--- src/rtl/systemizer_ctrl.sv ---
// Load/start/unload sequencer for the systemizer core: DEPTH-word load, bounded retries with timeout, then unload.
// Load accepts one beat per cycle in LOAD only; unload presents one word per 3 cycles and holds out_data until out_ready.
module systemizer_ctrl #(
  parameter int L         = 8,
  parameter int K         = 16,
  parameter int M         = 3,
  parameter int BLOCK     = 4,
  parameter int MAX_TRIES = 4,
  parameter int TIMEOUT   = 4096,
  localparam int DEPTH    = L * K / BLOCK,
  localparam int AW       = $clog2(DEPTH),
  localparam int DW       = BLOCK * $clog2(M),
  localparam int TW       = $clog2(MAX_TRIES + 1)
) (
  input  logic          clk,
  input  logic          rst_n,
  input  logic          cmd_start,
  input  logic [1:0]    cfg_left_op,
  input  logic [1:0]    cfg_right_op,
  output logic          busy,
  output logic          job_done,
  output logic          job_ok,
  output logic          err_timeout,
  output logic [TW-1:0] tries,
  output logic          retry_req,
  input  logic          in_valid,
  output logic          in_ready,
  input  logic [DW-1:0] in_data,
  output logic          out_valid,
  input  logic          out_ready,
  output logic [DW-1:0] out_data,
  output logic          sys_rst,
  output logic          sys_start,
  output logic          sys_start_right,
  output logic [1:0]    sys_gen_left_op,
  output logic [1:0]    sys_gen_right_op,
  input  logic          sys_done,
  input  logic          sys_fail,
  input  logic          sys_success,
  output logic          sys_wr_en,
  output logic [AW-1:0] sys_wr_addr,
  output logic [DW-1:0] sys_data_in,
  output logic          sys_rd_en,
  output logic [AW-1:0] sys_rd_addr,
  input  logic [DW-1:0] sys_data_out
);

  localparam int TMW = (TIMEOUT > 1) ? $clog2(TIMEOUT) : 1;
  localparam logic [AW-1:0]  LAST  = AW'(DEPTH - 1);
  localparam logic [TMW-1:0] TLAST = TMW'(TIMEOUT - 1);
  localparam logic [TW-1:0]  MAXT  = TW'(MAX_TRIES);

  typedef enum logic [3:0] {IDLE, CLEAR, LOAD, RUN, WAIT, RD, CAPT, HOLD, FINISH} state_t;

  state_t         state, state_nxt;
  logic [AW-1:0]  wr_ptr, rd_ptr;
  logic [TMW-1:0] timer;
  logic           attempt_fail, timeout_hit;

  // Success is judged on sys_success alone; sys_fail carries no extra information.
  logic unused_sys_fail;
  assign unused_sys_fail = sys_fail;

  assign busy            = (state != IDLE);
  assign sys_start_right = 1'b0;

  always_comb begin
    state_nxt    = state;
    sys_rst      = !rst_n;
    sys_start    = 1'b0;
    in_ready     = 1'b0;
    sys_wr_en    = 1'b0;
    sys_wr_addr  = '0;
    sys_data_in  = '0;
    sys_rd_en    = 1'b0;
    sys_rd_addr  = '0;
    out_valid    = 1'b0;
    job_done     = 1'b0;
    retry_req    = 1'b0;
    attempt_fail = 1'b0;
    timeout_hit  = 1'b0;
    case (state)
      IDLE:  if (cmd_start) state_nxt = CLEAR;
      CLEAR: begin
        sys_rst   = 1'b1;
        state_nxt = LOAD;
      end
      LOAD: begin
        in_ready    = 1'b1;
        sys_wr_addr = wr_ptr;
        if (in_valid) begin
          sys_wr_en   = 1'b1;
          sys_data_in = in_data;
          if (wr_ptr == LAST) state_nxt = RUN;
        end
      end
      RUN: begin
        sys_start = 1'b1;
        state_nxt = WAIT;
      end
      WAIT: begin
        // A done response in the timeout cycle wins over the timeout.
        if (sys_done) begin
          if (sys_success) state_nxt = RD;
          else             attempt_fail = 1'b1;
        end else if (timer == TLAST) begin
          attempt_fail = 1'b1;
          timeout_hit  = 1'b1;
        end
        if (attempt_fail) begin
          if (tries == MAXT) begin
            state_nxt = FINISH;
          end else begin
            retry_req = 1'b1;
            state_nxt = CLEAR;
          end
        end
      end
      RD: begin
        sys_rd_en   = 1'b1;
        sys_rd_addr = rd_ptr;
        state_nxt   = CAPT;
      end
      CAPT: state_nxt = HOLD;
      HOLD: begin
        out_valid = 1'b1;
        if (out_ready) state_nxt = (rd_ptr == LAST) ? FINISH : RD;
      end
      FINISH: begin
        job_done  = 1'b1;
        state_nxt = IDLE;
      end
      default: state_nxt = IDLE;
    endcase
  end

  always_ff @(posedge clk) begin
    if (!rst_n) begin
      state            <= IDLE;
      wr_ptr           <= '0;
      rd_ptr           <= '0;
      timer            <= '0;
      tries            <= '0;
      job_ok           <= 1'b0;
      err_timeout      <= 1'b0;
      out_data         <= '0;
      sys_gen_left_op  <= '0;
      sys_gen_right_op <= '0;
    end else begin
      state <= state_nxt;
      case (state)
        IDLE: if (cmd_start) begin
          sys_gen_left_op  <= cfg_left_op;
          sys_gen_right_op <= cfg_right_op;
          tries            <= '0;
          job_ok           <= 1'b0;
          err_timeout      <= 1'b0;
        end
        CLEAR: wr_ptr <= '0;
        LOAD:  if (in_valid && wr_ptr != LAST) wr_ptr <= wr_ptr + AW'(1);
        RUN: begin
          tries <= tries + TW'(1);
          timer <= '0;
        end
        WAIT: begin
          timer <= timer + TMW'(1);
          if (attempt_fail) err_timeout <= timeout_hit;
          if (sys_done && sys_success) rd_ptr <= '0;
        end
        CAPT: out_data <= sys_data_out;
        HOLD: if (out_ready) begin
          if (rd_ptr == LAST) job_ok <= 1'b1;
          else                rd_ptr <= rd_ptr + AW'(1);
        end
        default: ;
      endcase
    end
  end

endmodule

--- config.mk ---
export PLATFORM = sky130hd
export DESIGN_NAME = systemizer_ctrl
export DESIGN_NICKNAME = d
export VERILOG_FILES = /design/src/rtl/systemizer_ctrl.sv
export SDC_FILE = /design/constraint.sdc
export NUM_CORES = 1
export LEC_CHECK = 0
export ABC_CLOCK_PERIOD_IN_PS = 2200
export CAP_MARGIN = 20
export CORE_ASPECT_RATIO = 0.9
export CORE_MARGIN = 5
export CORE_UTILIZATION = 35
export DETAILED_ROUTE_END_ITERATION = 7
export PLACE_DENSITY = 0.63
export SETUP_SLACK_MARGIN = 0.3
export SYNTH_ARGS = -nofsm -noshare
export SYNTH_HDL_FRONTEND = slang
export SYNTH_SLANG_ARGS = --single-unit
export TNS_END_PERCENT = 10
--- constraint.sdc ---
create_clock -name clk -period 2.2 [get_ports clk]
set_input_delay 0.33 -clock clk [delete_from_list [all_inputs] [get_ports clk]]
set_output_delay 0.33 -clock clk [all_outputs]
set_load 0.02 [all_outputs]
==> impl_metrics.ini, run 1 <==
[die]
core_mm2 = 0.006586
die-area_mm2 = 0.008507
std_cell_rows = 28
die_y_um = 88
pin_count = 73
die_x_um = 96.67
start_util = 0.3592

[clock_tree]
cts_sinks = 43
h-tree-depth = 2
cts.root.buffer_cell = clkbuf_8
cts_max_path_buffers = 2
clock_latency_ps = 310
cts_made_buffers = 5
cts_tree = done
holdBufCountCts = 0
clk_pin_slew_worst_paths_ps = 100

[detailed_routing]
routed-via-count = 2437
finalWirelength_um = 6738
drc = 0
wire_per_inst_um = 14.16
initialDrtViolationCount = 137
via_per_inst = 5.120
drtPass1Iterations = 4
drtAntennaViolNets = 0

[setup_path]
crit_slowest_cell = dfxtp_2
critPathCapture = sys_data_in[0]
r2r-start = state[2]$_SDFFE_PN0P_
worst_path_most_repeated_cell = buf_6
reg2regPathDepth = 5
worst_path_largest_cell_delay_ps = 350
cp_max_fo = 9
worstSetupPathType = reg -> out
regToRegSetupSlack_ps = 190
arrival_ps = 1680
regToRegEndpoint = timer[10]$_SDFFE_PN0P_
crit_required_ps = 1870
crit_path_start_kind = flip-flop
crit_path_end_kind = output pin
path_cells = buf_12, nor4b_4, buf_4, buf_6, and3_4, buf_6
startpoint = state[0]$_SDFFE_PN0P_

[synth]
ys_types = 55
synth_top_family_by_area = simple AND/OR/NAND/NOR gates
synth_top_area_frac = 0.3638
yosysWarnings = 0
synth.largest_area_cell = dfxtp_1
synth_simple_gate_area_share = 0.3020
ys_seq_area_frac = 0.3638
syn-num-nets = 317
synth_area_mm2 = 0.002366
synth-main-ff-cell = dfxtp_1
synth_cells = 282
synth.area.top_cells = dfxtp_1 36%, mux2i_1 6.3%, nor2_1 5.4%
synth-edff-count = 0
yosys.area_share.adder = 0.03702
async_flop_share = 0
syn_avg_cell_area_um2 = 8.390
synth-xor-area-share = 0.01851
synthMuxAreaShare = 0.07298
yosys-top-cells-count = 43 x dfxtp_1, 34 x nor2_1, 23 x nand2_1, 16 x a21oi_1, 15 x mux2i_1
post-synth-top-count-cell = dfxtp_1
ys_seq_elements = 43
synth_compound_area_frac = 0.1571

[cells_and_area]
area.sequential_um2 = 877.1
drive_gt1_frac = 0.2409
layout.nets = 420
antenna_cells = 0
synthToLayoutAreaGrowth_pct = 52.46
fill_cells = 626
multi_input_area_mm2 = 0.001483

[timing]
max-slew-margin-rel = 0.6385
setup_violations = 0
drv_slew = 0
fin_worst_skew_ps = 10.47
hold_viol = 0
period_needed_ps = 2006
fmax_mhz = 498.4
rsz0062_at_grt = yes
post-route-period-util = 0.9120
holdWs_ps = 479.8
worstMarginPinSlew_ps = 541.6
tns_ps = 0

[grt]
grt_antenna_before_repair = 0
grt_pass1_vias = 2274
grt_max_degree = 20
grt_use_total = 0.1548
grt_pass1_wl_um = 10920
overflow = 0

[power_and_ir_drop]
peakVddDrop_uv = 320.0
power_frac_seq = 0.397
switching_share = 0.3323
p_switching_mw = 0.6942
p_clk_frac = 0.266
cellLeakagePower_nw = 1.507
p_per_area_mw_per_mm2 = 579.1
internal_power_mw = 1.395
combPwrFrac = 0.336

[placed_design]
numPortBuffers = 70
dp_hpwl_um = 4953
finalWeightedCongestion = 0.8726

[run_status]
outcome = completed

[run]
cap_violations = 0

[hold_path]
hold_class = reg -> reg
[worst min-delay path by stage]
stage	slack (ps)	cells after the start	start	to
floorplan	440	2	wr_ptr[4]$_SDFFE_PN0P_	wr_ptr[4]$_SDFFE_PN0P_
global placement	460	2	err_timeout$_SDFFE_PN0P_	err_timeout$_SDFFE_PN0P_
detailed placement	470	2	err_timeout$_SDFFE_PN0P_	err_timeout$_SDFFE_PN0P_
CTS	480	2	wr_ptr[4]$_SDFFE_PN0P_	wr_ptr[4]$_SDFFE_PN0P_
global route	510	2	wr_ptr[1]$_SDFFE_PN0P_	wr_ptr[1]$_SDFFE_PN0P_
finish	480	2	wr_ptr[4]$_SDFFE_PN0P_	wr_ptr[4]$_SDFFE_PN0P_
[metrics by stage]
step                total power, mW  cells  worst slack, ps  instance area, µm²  utilization
floorplan                     1.193    282            245.1                2370            -
global placement              1.456    458           -148.5                3362       0.5104
detailed placement            1.463    458           -210.6                3362       0.5104
CTS                           2.093    476            180.2                3548       0.5388
global route                  2.202    476            112.0                3607       0.5477
finish                        2.089    476            193.6                3607       0.5477
[area by class of cell]
cell class                 count  share of cell area
multi-input combinational    215              0.4110
clock inverter                 3            0.007284
clock buffer                   5             0.01908
tap                           90             0.03122
inverter                       6            0.006243
timing repair buffer         114              0.2820
sequential                    43              0.2431
[cells in the final DEF (no fill, tap or decap), types with 5 or more instances in the layout]
cell type        Yosys  layout
clkdlybuf4s50_1      0      43
buf_4                1      42
dfxtp_1             43      36
nor2_1              34      33
nand2_1             23      22
a21oi_1             16      15
mux2i_1             15      15
and2_1              12      12
and3_1              14      10
dlygate4sd2_1        0      10
nand3_1              8       8
o21ai_0              8       7
nand2b_1             6       6
ha_1                 7       6
buf_6                2       6
buf_2                2       6
clkbuf_8             0       5
clkdlybuf4s15_2      0       5
[flip-flops by register name, summed over array words and instances, names as in the netlist]
name / flops
timer: 12
wr_ptr: 5
sys_gen_right_op: 2
tries: 3
err_timeout: 1
sys_gen_left_op: 2
rd_ptr: 5
state: 4
job_ok: 1
out_data: 8
[power by group through the flow]
stage | clock network [mW] | registers (mW) | logic (mW)
after detailed placement | 0 | 0.849 | 0.614
final | 0.556 | 0.830 | 0.703
after CTS | 0.569 | 0.834 | 0.690
after global placement | 0 | 0.850 | 0.606
after global routing | 0.610 | 0.836 | 0.755
after floorplan | 0 | 0.861 | 0.332
[timing repair]
action / CTS / global route
setup buffers: 9 / 0
pin swaps: 3 / 3
endpoints found under the hold margin: 0 / 0
cloned: 1 / 0
resized for setup: 94 / 18
endpoints found under the setup margin: 33 / 38
[logic make-up after synthesis]
| logic type | after synthesis |
|---|---|
| buffers and inverters | 24 |
| muxes | 17 |
| AOI/OAI and AO/OA | 55 |
| and+or+nand+nor | 130 |
| other | 1 |
| xor gates and xnor gates | 5 |
| DFF | 43 |
| adders and majority gates | 7 |
[routing by layer]
metal / vias to the layer above / part of all wire / GRT usage
met5: - / 0 / 0
met3: 10 / 0.062 / 0.04459
li1: 1229 / - / -
met2: 76 / 0.45 / 0.2625
met1: 1122 / 0.47 / 0.1962
met4: 0 / 0.011 / 0.03827
[critical path: cells and delay by family, from the launching register on]
family | cells | cell delay [ps]
buffers and inverters | 4 | 540
flip-flops | 1 | 350
AND/OR/NAND/NOR | 2 | 470
Note: power is estimated with default switching activity, not from simulation.
==> run 2: changes to the inputs <==
Settings changed: CTS_CLUSTER_SIZE set to 10, SETUP_SLACK_MARGIN 0.3 to 0.05.
==> run 2 against run 1 <==
Power down 7.7%. Critical path depth down 1. Sequential power about the same. Largest cell class unchanged. Flip-flop and latch count unchanged. Cell count down 2.5%. Register-to-register slack better by 30 ps. Clock skew down 3.8 ps. Final area down 6.3%. Die area unchanged. Worst hold slack worse by 11 ps.
==> impl_metrics.ini, run 2 (synthesis results as in run 1) <==
[detailed_routing]
initialDrtViolationCount = 184
routed-via-count = 2372
drc = 0
drtPass1Iterations = 4
wire_per_inst_um = 13.82
via_per_inst = 5.112
drtAntennaViolNets = 0
finalWirelength_um = 6413

[clock_tree]
clk_pin_slew_worst_paths_ps = 90
cts_max_path_buffers = 2
cts.root.buffer_cell = clkbuf_8
cts_made_buffers = 5
cts_setup_buffers = 0
holdBufCountCts = 0
clock_latency_ps = 300
cts_sinks = 43
h-tree-depth = 2
cts_tree = done

[grt]
grt_pass1_vias = 2294
grt_max_degree = 30
grt_pass1_wl_um = 10880
grt_antenna_before_repair = 0
overflow = 0
grt_use_total = 0.1536

[cells_and_area]
synthToLayoutAreaGrowth_pct = 42.78
area.sequential_um2 = 860.8
regMostFlops = timer
largestRegisters = timer: 12 flops, out_data: 8 flops
antenna_cells = 0
largest_register_ffs = 12
final_cell_mix = 43 x dfxtp_1, 43 x clkdlybuf4s50_1, 32 x nor2_1
layout.nets = 408
fill_cells = 687
drive_gt1_frac = 0.1711
multi_input_area_mm2 = 0.001410

[die]
start_util = 0.3592
core_mm2 = 0.006586
die_y_um = 88
std_cell_rows = 28
die-area_mm2 = 0.008507
pin_count = 73
die_x_um = 96.67

[setup_path]
cp_max_fo = 7
crit_path_start_kind = flip-flop
arrival_ps = 1720
worstSetupPathType = reg -> out
crit_path_end_kind = output pin
crit_required_ps = 1870
reg2regPathDepth = 5

[run]
cap_violations = 0

[placed_design]
dp_hpwl_um = 4828
finalWeightedCongestion = 0.8960
numPortBuffers = 70

[timing]
hold_viol = 0
post-route-period-util = 0.9301
tns_ps = 0
fin_worst_skew_ps = 6.632
holdWs_ps = 469.3
setup_violations = 0
rsz0062_at_grt = no
fmax_mhz = 488.7
worstMarginPinSlew_ps = 524.6
max-slew-margin-rel = 0.6499
period_needed_ps = 2046
drv_slew = 0

[hold_path]
whs_path_depth = 2
hold_class = reg -> reg

[power_and_ir_drop]
peakVddDrop_uv = 282.0
cellLeakagePower_nw = 1.437
p_per_area_mw_per_mm2 = 570.5

[run_status]
outcome = completed
## run 2: cell count changes in the layout (fill, tap and decap cells not counted), sizes merged
cell,before,now
dlymetal6s2s,0,2
clkbuf,5,19
clkdlybuf4s15,6,0
clkinv,1,2
clkinvlp,0,2
inv,8,5
buf,55,33
## run 2: repair_timing
action | CTS | global route
endpoints found under the setup margin | 27 | 18
gates resized for setup | 29 | 34
pin swaps | 0 | 0
## run 2: critical path, cell delays in order (launching register included)
cell and delay, ps:
dfxtp_1 330, buf_4 160, buf_4 160, nand4bb_1 230, inv_1 190, dlygate4sd2_1 360
## run 2: area by class of cell
class,count,share of cell area
Clock buffer,5,0.02037
Clock inverter,3,0.005926
Inverter,6,0.006667
Multi-Input combinational cell,215,0.4174
Sequential cell,43,0.2548
Tap cell,90,0.03333
Timing Repair Buffer,102,0.2615
## run 2: worst paths after layout
check	from	to	slack [ps]
worst max-delay path	state[3]$_SDFFE_PN0P_	sys_start	150
worst min-delay path	wr_ptr[4]$_SDFFE_PN0P_	wr_ptr[4]$_SDFFE_PN0P_	470
worst max register to register	state[2]$_SDFFE_PN0P_	timer[9]$_SDFFE_PN0P_	220
worst min register to register	wr_ptr[4]$_SDFFE_PN0P_	wr_ptr[4]$_SDFFE_PN0P_	470
## run 2: per-stage QoR
stage / instance area [µm²] / worst slack (ps) / cells / utilization / power, mW
global route: 3378 / 13.63 / 464 / 0.5129 / 2.048
detailed placement: 3356 / -139.7 / 456 / 0.5095 / 1.454
CTS: 3421 / -93.85 / 464 / 0.5194 / 1.955
floorplan: 2366 / 237.1 / 282 / - / 1.192
finish: 3378 / 153.8 / 464 / 0.5129 / 1.927
global placement: 3356 / -139.5 / 456 / 0.5095 / 1.450
## run 2: per-layer routing
layer | vias up | global-route usage | routed length (µm)
met5 | - | 0 | 0
met4 | 0 | 0.04719 | 102
met3 | 11 | 0.05334 | 511
met2 | 79 | 0.2393 | 2700
met1 | 1079 | 0.2018 | 3099
li1 | 1203 | - | -
## run 2: power breakdown
group	internal, mW	leakage [nW]	switching (mW)	total [mW]
clock	0.221	0.0402	0.290	0.511
sequential	0.808	0.347	0.0235	0.832
combinational	0.272	1.05	0.312	0.584
